--- config.mk ---
export PLATFORM = sky130hd
export DESIGN_NAME = encoder_8_3_seq
export DESIGN_NICKNAME = d
export VERILOG_FILES = /design/src/rtl/encoder_8_3_seq_pkg.sv /design/src/rtl/encoder_8_3_seq_prio.sv /design/src/rtl/encoder_8_3_seq.sv
export SDC_FILE = /design/constraint.sdc
export NUM_CORES = 1
export LEC_CHECK = 0
export BUFFER_PORTS_ARGS = -buffer_cell sky130_fd_sc_hd__buf_2
export CAP_MARGIN = 30
export CORE_MARGIN = 8
export CORE_UTILIZATION = 40
export CTS_BUF_LIST = sky130_fd_sc_hd__clkbuf_4
export DETAILED_ROUTE_END_ITERATION = 12
export PLACE_DENSITY = 0.67
export SYNTH_ARGS = -nofsm -noshare
export SYNTH_HDL_FRONTEND = slang
export SYNTH_HIERARCHICAL = 1
export SYNTH_SLANG_ARGS = --single-unit
--- constraint.sdc ---
create_clock -name clk -period 2.7 [get_ports clk]
set_input_delay 0.54 -clock clk [delete_from_list [all_inputs] [get_ports clk]]
set_output_delay 0.54 -clock clk [all_outputs]
set_load 0.05 [all_outputs]
--- src/rtl/encoder_8_3_seq_pkg.sv ---
// Shared types and sizes for the sequential 8-to-3 priority encoder.
// Holds the two-state output FSM encoding and request/index widths.
package enc_pkg;
  localparam int N_REQ = 8;
  localparam int IDX_W = 3;

  typedef enum logic {
    IDLE = 1'b0,
    HOLD = 1'b1
  } state_t;
endpackage

--- src/rtl/encoder_8_3_seq_prio.sv ---
// Combinational fixed-priority pick over the pending-request vector.
// LOW_FIRST=0 favours bit 7, LOW_FIRST=1 favours bit 0; idx is 0 when nothing is set.
module prio_enc_8_3
  import enc_pkg::*;
#(
  parameter bit LOW_FIRST = 1'b0
) (
  input  logic [N_REQ-1:0] req,
  output logic [IDX_W-1:0] idx,
  output logic             any,
  output logic [N_REQ-1:0] onehot
);

  // Scan from lowest to highest priority so the last hit is the winner.
  always_comb begin
    idx = '0;
    for (int i = 0; i < N_REQ; i++) begin
      if (LOW_FIRST) begin
        if (req[N_REQ-1-i]) idx = IDX_W'(N_REQ - 1 - i);
      end else begin
        if (req[i]) idx = IDX_W'(i);
      end
    end
    any    = |req;
    onehot = any ? (N_REQ'(1) << idx) : '0;
  end

endmodule

--- src/rtl/encoder_8_3_seq.sv ---
// Registered priority encoder: requests collect in a pending register and are served
// one index per accepted handshake; merged repeats of a still-pending bit raise sticky ovf.
module encoder_8_3_seq
  import enc_pkg::*;
#(
  parameter bit LOW_FIRST = 1'b0
) (
  input  logic                  clk,
  input  logic                  rst,
  input  logic                  en,
  input  logic [N_REQ-1:0]      I,
  input  logic                  ready,
  input  logic                  clr_ovf,
  output logic [IDX_W-1:0]      D,
  output logic                  valid,
  output logic [N_REQ-1:0]      pend,
  output logic                  ovf
);

  state_t             state_q, state_d;
  logic [N_REQ-1:0]   p_q, p_d;
  logic [IDX_W-1:0]   d_q, d_d;
  logic               ovf_q, ovf_d;

  logic [IDX_W-1:0]   pick_idx;
  logic               pick_any;
  logic [N_REQ-1:0]   pick_onehot;
  logic [N_REQ-1:0]   take;
  logic [N_REQ-1:0]   req_in;
  logic               load;
  logic               ovf_set;

  // The pick sees only the registered P, so same-edge captures wait a cycle.
  prio_enc_8_3 #(.LOW_FIRST(LOW_FIRST)) u_prio (
    .req    (p_q),
    .idx    (pick_idx),
    .any    (pick_any),
    .onehot (pick_onehot)
  );

  always_comb begin
    state_d = state_q;
    d_d     = d_q;
    take    = '0;
    load    = (state_q == IDLE) || ready;
    req_in  = en ? I : '0;

    case (state_q)
      IDLE:    if (pick_any) state_d = HOLD;
      HOLD:    if (ready) state_d = pick_any ? HOLD : IDLE;
      default: state_d = IDLE;
    endcase

    if (load) begin
      d_d  = pick_any ? pick_idx : '0;
      take = pick_onehot;
    end

    p_d     = (p_q & ~take) | req_in;
    ovf_set = |(req_in & p_q & ~take);
    ovf_d   = ovf_set | (ovf_q & ~clr_ovf);
  end

  always_ff @(posedge clk or posedge rst) begin
    if (rst) begin
      state_q <= IDLE;
      p_q     <= '0;
      d_q     <= '0;
      ovf_q   <= 1'b0;
    end else begin
      state_q <= state_d;
      p_q     <= p_d;
      d_q     <= d_d;
      ovf_q   <= ovf_d;
    end
  end

  assign D     = d_q;
  assign valid = (state_q == HOLD);
  assign pend  = p_q;
  assign ovf   = ovf_q;

endmodule
==> flow_summary.yaml, run 1 <==
critical_path:
  worst-path-max-fanout: 6
  worst_ep_required_time_ns: 2.84
  ff2ff_path_depth: 7
  r2r-end: "ovf$_DFF_PP0_"
  crit_start: "pend[4]$_DFF_PP0_"
  setup.worst_path.start_class: "flip-flop"
  crit_path_end_kind: "flip-flop"
  timing.rr.start: "pend[4]$_DFF_PP0_"
  crit_type: "reg -> reg"
  rrSetupSlack_ns: 0.62
  worstPathArrival_ns: 2.23
yosys:
  synthDistinctLibCells: 25
  ys_ff_latch: 13
  yosysSeqAreaShare_pct: 45.5
  synthMuxAreaShare_pct: 0
  avgSynthCellArea_um2: 8.52
  synth_top_family_by_area: "simple AND/OR/NAND/NOR gates"
  synthAdderAreaFrac_pct: 0
  netlist.area_leader.share_pct: 45.5
  synthCells: 84
  ys_top_cells_by_area: "dfrtp_1, nand2_1, a22o_1, inv_1, nand3_1"
  synthesis.nets: 97
  synthSimpleGateAreaFrac_pct: 32.5
  synth-xor-area-share_pct: 0
  yosys.area.top_type: "dfrtp_1"
  synth_compound_area_share_pct: 13.6
  synth.cell_area_um2: 716
  synth-warning-count: 6
die:
  fp.dieH_um: 58.3
  chipWidth_um: 58.3
  num_rows: 15
  num_io_pins: 26
  core-area_um2: 1710
  start_util_pct: 41.9
  design.die.area_um2: 3400
cells_and_area:
  nets: 123
  final_cell_mix: "buf_2, nand2_1, dfrtp_1"
  fill_cells: 179
  diodes: 0
  regArea_um2: 325
  final_cells: 134
  multiInputGateArea_um2: 330
  area_growth_pct: 21.9
  mostFrequentLayoutCell: "buf_2"
  fin_area_um2: 872
  drive_gt1_share_pct: 31.2
sta:
  slew_headroom_pct: 65.5
  tightestPinTransition_ns: 0.517
  post-route-period-util_pct: 77.1
  rsz0062_at_grt: "false"
  setup_violations: 0
  setup_tns_ns: 0
  skew_ns: 0.00339
  slew_viol_final: 0
  fmax_mhz: 480
  period_minus_slack_ns: 2.08
  whs_ns: 0.271
  hold_violations: 0
run_status:
  status: "finished clean"
clock_tree:
  clock-sinks: 13
  h-tree-depth: 1
  cts_hold_buf: 0
  cts_made_buffers: 3
  cts_root_buf: "clkbuf_4"
  cts_tree: "yes"
  cts_buffer_depth: 2
  clock_latency_ns: 0.27
  post_cts_buffers: 0
  clkTransAtPathRegs_ns: 0.08
  cts_resized: 0
detailed_routing:
  totalWireLength_um: 1570
  vias: 642
  drc: 0
  dr.pass1.iters: 4
  wl_per_cell_um: 11.7
  post_drt_via_cell_ratio: 4.79
  antenna_left: 0
  dr.first_iter.drc_count: 15
grt:
  antenna_found_initial: 0
  grt_pass1_wl_um: 2670
  grt_use_total_pct: 10.1
  grt_max_degree: 17
  first_global_vias: 609
  overflow: 0
worst_hold_path:
  hold_path.class: "in -> async"
pwr:
  p_seq_share_pct: 46.6
  leakage_nw: 0.423
  combinationalPowerShare_pct: 28.7
  swShare_pct: 37.7
  intPower_mw: 0.321
  switching_power_mw: 0.195
  vdd_drop_max_v: 0.000404
  power.density_nw_per_um2: 591
  clkPwrFrac_pct: 24.7
placed_design:
  dpl.hpwl_um: 1250
  globalplace.congestion: 0.773
  placed_area_um2: 842
  dp_cells: 130
  io_buffers: 25
job:
  cap_viol_max_count: 0
==> logic make-up (layout without fill, tap and decap cells) <==
family | after synthesis | in the layout
buf+inv | 12 | 37
compound gates | 15 | 15
flops | 13 | 13
simple gates | 44 | 44
==> sequential cells by signal (all words and copies together) (netlist names) <==
signal / flops
valid: 1
D: 3
ovf: 1
pend: 8
==> metal layers <==
layer / vias to the layer above / share of wire [%] / track usage (%)
met5: - / 0 / 0
met1: 285 / 50 / 12.3
met2: 19 / 45 / 15.4
met3: 2 / 3.8 / 2.61
met4: 0 / 1.8 / 6.29
li1: 336 / - / -
==> cell type report <==
class                           count  area share (%)
Clock buffer                        4            3.44
Tap cell                           25            3.59
Inverter                            8            3.44
Timing Repair Buffer               25            14.3
Multi-Input combinational cell     59            37.9
Sequential cell                    13            37.3
==> metrics by stage <==
| stage | worst slack [ns] | power [mW] | util, % |
|---|---|---|---|
| global route | 0.504 | 0.549 | 51.1 |
| finish | 0.618 | 0.515 | 51.1 |
| global placement | 0.679 | 0.392 | 49.3 |
| floorplan | 0.560 | 0.357 | - |
| detailed placement | 0.615 | 0.394 | 49.3 |
| CTS | 0.632 | 0.522 | 51.1 |
==> synth_stat cells <==
| library cell | count |
|---|---|
| nand2_1 | 19 |
| nor2_1 | 4 |
| a21oi_1 | 4 |
| o31ai_1 | 2 |
| dfrtp_1 | 13 |
| nor3_1 | 1 |
| and3_1 | 1 |
| nand4_1 | 2 |
| nor3b_1 | 1 |
| inv_1 | 8 |
| or3_1 | 1 |
| and2_1 | 1 |
| a22o_1 | 4 |
| nor4_4 | 1 |
| o21ai_0 | 3 |
| and3_2 | 1 |
| nand2_2 | 2 |
| clkbuf_1 | 2 |
| nor4b_1 | 1 |
| nand3_1 | 5 |
| and2_2 | 1 |
| or4_1 | 1 |
| buf_6 | 2 |
| nand2b_1 | 2 |
| o22ai_1 | 2 |
==> worst max-delay path: stages (launching register included) <==
cell and delay [ns]:
dfrtp_1 0.46, nor4_4 0.35, nand2_1 0.10, nor3b_1 0.20, nand2_1 0.09, a21oi_1 0.15
nand3_1 0.09, or4_1 0.50
==> power by group through the flow <==
stage	Clock, mW	Sequential, mW	Combinational, mW
after CTS	0.132	0.240	0.151
final	0.127	0.240	0.148
after detailed placement	0	0.244	0.150
after global placement	0	0.243	0.149
after floorplan	0	0.304	0.0539
after global routing	0.143	0.245	0.162
==> worst max path at each step <==
stage	endpoint	slack [ns]	depth (start not counted)
global route	ovf$_DFF_PP0_	0.50	7
floorplan	ovf$_DFF_PP0_	0.56	7
global placement	ovf$_DFF_PP0_	0.68	7
detailed placement	ovf$_DFF_PP0_	0.62	6
finish	ovf$_DFF_PP0_	0.62	7
CTS	ovf$_DFF_PP0_	0.63	7
(Power assumes the default switching activity.)
==> run 2: changes to the inputs <==
==> constraint.sdc (replaced) <==
create_clock -name clk -period 2 [get_ports clk]
set_input_delay 0.4 -clock clk [delete_from_list [all_inputs] [get_ports clk]]
set_output_delay 0.4 -clock clk [all_outputs]
set_load 0.05 [all_outputs]
==> run 2 against run 1 <==
Compared with the run above: sequential share of layout area down 1.5 points; routed wire length is 17% higher; via count grew 11%; global-route usage increased by 2.0 points; clock power rose by 40%; sequential power grew 31%; worst setup slack lost 0.59 ns; flip-flop and latch count unchanged; worst hold slack lost 0.14 ns; register-to-register slack lost 0.59 ns.
==> flow_summary.yaml, run 2 (same netlist as run 1, synthesis figures left out) <==
run_status:
  status: "finished clean"
die:
  core-area_um2: 1710
  num_io_pins: 26
  num_rows: 15
  chipWidth_um: 58.3
  design.die.area_um2: 3400
  fp.dieH_um: 58.3
  start_util_pct: 41.9
clock_tree:
  cts_made_buffers: 3
  h-tree-depth: 1
  cts_buffer_depth: 2
  clock-sinks: 13
  cts_tree: "yes"
  cts_root_buf: "clkbuf_4"
  clock_latency_ns: 0.28
  clkTransAtPathRegs_ns: 0.08
  cts_hold_buf: 0
placed_design:
  placed_area_um2: 882
  dpl.hpwl_um: 1420
  globalplace.congestion: 0.766
  io_buffers: 25
  dp_cells: 134
cells_and_area:
  nets: 128
  multiInputGateArea_um2: 339
  fill_cells: 162
  final_cell_mix: "buf_2, nand2_1, dfrtp_1"
  area_growth_pct: 29.0
  regArea_um2: 330
  fin_area_um2: 923
  drive_gt1_share_pct: 39.5
  largest_register_ffs: 8
  mostFrequentLayoutCell: "buf_2"
  final_cells: 139
  fin_util_pct: 54.1
  diodes: 0
detailed_routing:
  wl_met1_um: 858
  top_layer: "met4"
  dr_wl_met3_um: 135
  dr.first_iter.drc_count: 17
  totalWireLength_um: 1830
  dr.pass1.iters: 4
  routed-wl-met2_um: 805
  vias: 710
  antenna_left: 0
  wl_per_cell_um: 13.2
  post_drt_via_cell_ratio: 5.11
  drc: 0
sta:
  setup_violations: 0
  hold_violations: 0
  fmax_mhz: 508
  rsz0062_at_grt: "true"
  slew_viol_final: 0
  period_minus_slack_ns: 1.97
  skew_ns: 0.00278
  slew_headroom_pct: 66.6
  tightestPinTransition_ns: 0.500
  post-route-period-util_pct: 98.4
grt:
  grt_pass1_wl_um: 3190
  grt_max_degree: 14
  first_global_vias: 716
  overflow: 0
  antenna_found_initial: 0
  grt_use_total_pct: 12.1
critical_path:
  endpoint: "ovf$_DFF_PP0_"
  setup.worst_path.start_class: "flip-flop"
  worst-path-max-fanout: 2
  timing.rr.start: "pend[7]$_DFF_PP0_"
  crit_type: "reg -> reg"
  rrSetupSlack_ns: 0.03
  crit_chain: "nor4_4 > nand2_1 > nor3b_2 > nand2_1 > a21oi_2 > nand3_1 > or4_1"
  worstPathArrival_ns: 2.11
  slowest_stage: "or4_1"
  r2r-end: "ovf$_DFF_PP0_"
  worst_ep_required_time_ns: 2.15
  ff2ff_path_depth: 7
  crit_start: "pend[7]$_DFF_PP0_"
  crit_path_end_kind: "flip-flop"
  critical_path.most_common_cell: "nand2_1"
  slowest_delay_ns: 0.52
pwr:
  finalPower_mw: 0.735
  vdd_drop_max_v: 0.000402
  power.density_nw_per_um2: 796
  leakage_nw: 0.446
job:
  cap_viol_max_count: 0
worst_hold_path:
  hold_path.class: "in -> async"
-- run 2: changes by cell type in the layout (fill, tap and decap cells not counted), sizes merged --
cell,previous run,this run
buf,25,30
-- run 2: where the power goes --
part	internal (mW)	switching [mW]	leakage [nW]
Sequential	0.289	0.0244	0.125
Combinational	0.0740	0.169	0.303
Clock	0.0909	0.0876	0.0184
Total	0.454	0.281	0.446
-- run 2: worst min-delay path by stage --
| stage | from | end | slack (ns) | depth (start not counted) |
|---|---|---|---|---|
| 4_1_cts | rst | D[2]$_DFFE_PP0N_ | 0.15 | 2 |
| 2_1_floorplan | rst | D[0]$_DFFE_PP0N_ | 0.28 | 1 |
| 5_1_grt | rst | valid$_DFF_PP0_ | 0.18 | 2 |
| 6_report | rst | pend[0]$_DFF_PP0_ | 0.13 | 2 |
| 3_3_place_gp | rst | D[2]$_DFFE_PP0N_ | 0.44 | 2 |
| 3_5_place_dp | rst | D[2]$_DFFE_PP0N_ | 0.45 | 2 |
-- run 2: layout make-up --
cell class | instances | area share (%)
multi-input cells | 59 | 36.7
flip-flops and latches | 13 | 35.8
repair buffers | 30 | 17.6
well taps | 25 | 3.39
clock buffers | 4 | 3.25
inverters | 8 | 3.25
-- run 2: per-layer routing --
layer / vias up / track usage (%)
met2: 31 / 17.8
met3: 4 / 3.91
met5: - / 0
met4: 0 / 7.34
li1: 347 / -
met1: 328 / 15.1
-- run 2: critical path: cells and delay by family (launching register included) --
family | cells | cell delay (ns)
flip-flops | 1 | 0.43
AND/OR/NAND/NOR | 6 | 1.25
AO/OA/AOI/OAI | 1 | 0.15
-- run 2: what timing repair did --
item | 4_1_cts | 5_1_grt
endpoints found under the setup margin | 1 | 1
resized for setup | 0 | 1
cloned | 0 | 0
pin swaps | 1 | 0
setup buffers | 1 | 0
-- run 2: metrics by stage --
step | setup WS, ns | hold WS, ns | setup TNS [ns]
final | 0.0329 | 0.133 | 0
after detailed placement | -0.0243 | 0.453 | -0.0243
after global routing | -0.0471 | 0.180 | -0.0471
after floorplan | 0.00300 | 0.277 | 0
after CTS | 0.0226 | 0.151 | 0
after global placement | 0.107 | 0.442 | 0
==> run 3: changes to the inputs <==
--- a/config.mk
+++ b/config.mk
@@ -16,3 +16,4 @@
 export SYNTH_HDL_FRONTEND = slang
 export SYNTH_HIERARCHICAL = 1
 export SYNTH_SLANG_ARGS = --single-unit
+export TNS_END_PERCENT = 5
==> constraint.sdc (replaced) <==
create_clock -name clk -period 2 [get_ports clk]
set_input_delay 0.1 -clock clk [delete_from_list [all_inputs] [get_ports clk]]
set_output_delay 0.1 -clock clk [all_outputs]
set_load 0.05 [all_outputs]
==> run 3 against run 2 <==
Compared with the run above: the flow now finishes with violations (setup timing); clock skew up 0.0016 ns; first-iteration DRC count is 41% lower; via count fell by 2.5%; register-to-register slack worse by 0.04 ns; combinational power is essentially flat; flip-flop and latch count did not move; critical endpoint unchanged; final area up 0.27%.
==> flow_summary.yaml, run 3 (same netlist as run 1, synthesis figures left out) <==
cells_and_area:
  area_growth_pct: 29.4
  drive_gt1_share_pct: 38.6
  nets: 128
  fill_cells: 159
  final_cell_mix: "buf_2, nand2_1, dfrtp_1"
  largest_register_ffs: 8
  diodes: 0
  mostFrequentLayoutCell: "buf_2"
detailed_routing:
  post_drt_via_cell_ratio: 4.98
  totalWireLength_um: 1780
  wl_per_cell_um: 12.8
  dr.first_iter.drc_count: 10
  dr.pass1.iters: 6
  drc: 0
  vias: 692
  antenna_left: 0
sta:
  rsz0062_at_grt: "true"
  setup_violations: 1
  fmax_mhz: 499
  tightestPinTransition_ns: 0.494
  setup_slack_ns: -0.00523
  setup_tns_ns: -0.00523
  slew_headroom_pct: 67.1
  hold_violations: 0
  slew_viol_final: 0
  skew_ns: 0.00433
  post-route-period-util_pct: 100
  period_minus_slack_ns: 2.01
pwr:
  swShare_pct: 37.7
  finalPower_mw: 0.730
  clkPwrFrac_pct: 24.0
  vdd_drop_max_v: 0.000494
  combinationalPowerShare_pct: 33.5
  p_seq_share_pct: 42.5
  intPower_mw: 0.455
  switching_power_mw: 0.275
  leakage_nw: 0.445
  power.density_nw_per_um2: 789
job:
  cap_viol_max_count: 0
critical_path:
  worst_ep_required_time_ns: 2.14
  crit_type: "reg -> reg"
  worst-path-max-fanout: 4
  worstPathArrival_ns: 2.15
  crit_path_end_kind: "flip-flop"
  rrSetupSlack_ns: -0.005
  setup.worst_path.start_class: "flip-flop"
placed_design:
  io_buffers: 25
  globalplace.congestion: 0.784
  dpl.hpwl_um: 1410
die:
  core-area_um2: 1710
  fp.dieH_um: 58.3
  num_io_pins: 26
  start_util_pct: 41.9
  chipWidth_um: 58.3
  design.die.area_um2: 3400
  num_rows: 15
clock_tree:
  clock-sinks: 13
  cts_root_buf: "clkbuf_4"
  cts_buffer_depth: 2
  h-tree-depth: 1
  clkTransAtPathRegs_ns: 0.08
  cts_made_buffers: 3
  cts_tree: "yes"
  post_cts_buffers: 0
  clock_latency_ns: 0.27
grt:
  grt_use_total_pct: 12.0
  first_global_vias: 717
  grt_pass1_wl_um: 3170
  overflow: 0
  grt_max_degree: 14
  antenna_found_initial: 0
run_status:
  status: "complete, but fails checks"
  violations: "setup timing"
worst_hold_path:
  hold_path.class: "in -> reg"
[run 3: cell types whose count changed in the layout (fill, tap and decap cells not counted), sizes merged]
cell / before / now
buf: 30 / 29
dlygate4sd3: 0 / 1
[run 3: final cells by class]
cell class	count	area, µm²	share of cell area, %
multi-input cells	59	339	36.6
flip-flops and latches	13	330	35.7
repair buffers	30	165	17.8
well taps	25	31.3	3.38
clock buffers	4	30.0	3.24
inverters	8	30.0	3.24
[run 3: stage by stage]
step / area, µm² / util (%) / hold slack [ns] / cells / worst slack, ns
global route: 926 / 54.2 / 0.0316 / 139 / -0.121
CTS: 922 / 54.0 / 0.0266 / 139 / 0.00826
finish: 926 / 54.2 / 0.0397 / 139 / -0.00523
detailed placement: 882 / 51.6 / 0.152 / 134 / 0.0184
global placement: 882 / 51.6 / 0.146 / 134 / 0.107
floorplan: 726 / - / -0.0233 / 84 / 0.00300
[run 3: final timing paths]
path                                   startpoint                end  depth (start not counted)
max in group asynchronous                     rst  pend[5]$_DFF_PP0_                          3
worst max register to register  pend[7]$_DFF_PP0_      ovf$_DFF_PP0_                          7
min in group asynchronous                     rst  pend[0]$_DFF_PP0_                          3
worst max-delay path            pend[7]$_DFF_PP0_      ovf$_DFF_PP0_                          7
worst min register to register   D[2]$_DFFE_PP0N_   D[2]$_DFFE_PP0N_                          2
worst min-delay path                         I[2]  pend[2]$_DFF_PP0_                          3
[run 3: power groups by stage]
stage                     clock network [mW]  logic (mW)  registers, mW
after floorplan                            0      0.0725          0.413
after global placement                     0       0.241          0.315
after detailed placement                   0       0.243          0.316
after CTS                              0.184       0.246          0.311
after global routing                   0.199       0.267          0.314
final                                  0.175       0.244          0.311
[run 3: critical path, stage by stage (launching register included)]
cell and delay [ns]:
dfrtp_2 0.43, nor4_4 0.33, nand2_1 0.12, nor3b_2 0.16, nand2_1 0.09, a21oi_2 0.14
nand3_1 0.08, or4_1 0.53
[run 3: routing by layer]
layer,vias up,part of all wire [%],GRT usage [%]
met5,-,0,0
met3,2,6.4,4.13
li1,348,-,-
met2,22,44,17.3
met1,320,49,15.3
met4,0,0.78,6.29
[run 3: repair_timing]
action / in CTS / in global routing
hold buffers: 1 / 0
endpoints found under the setup margin: 0 / 1
endpoints found under the hold margin: 13 / 0
resized for setup: 0 / 1
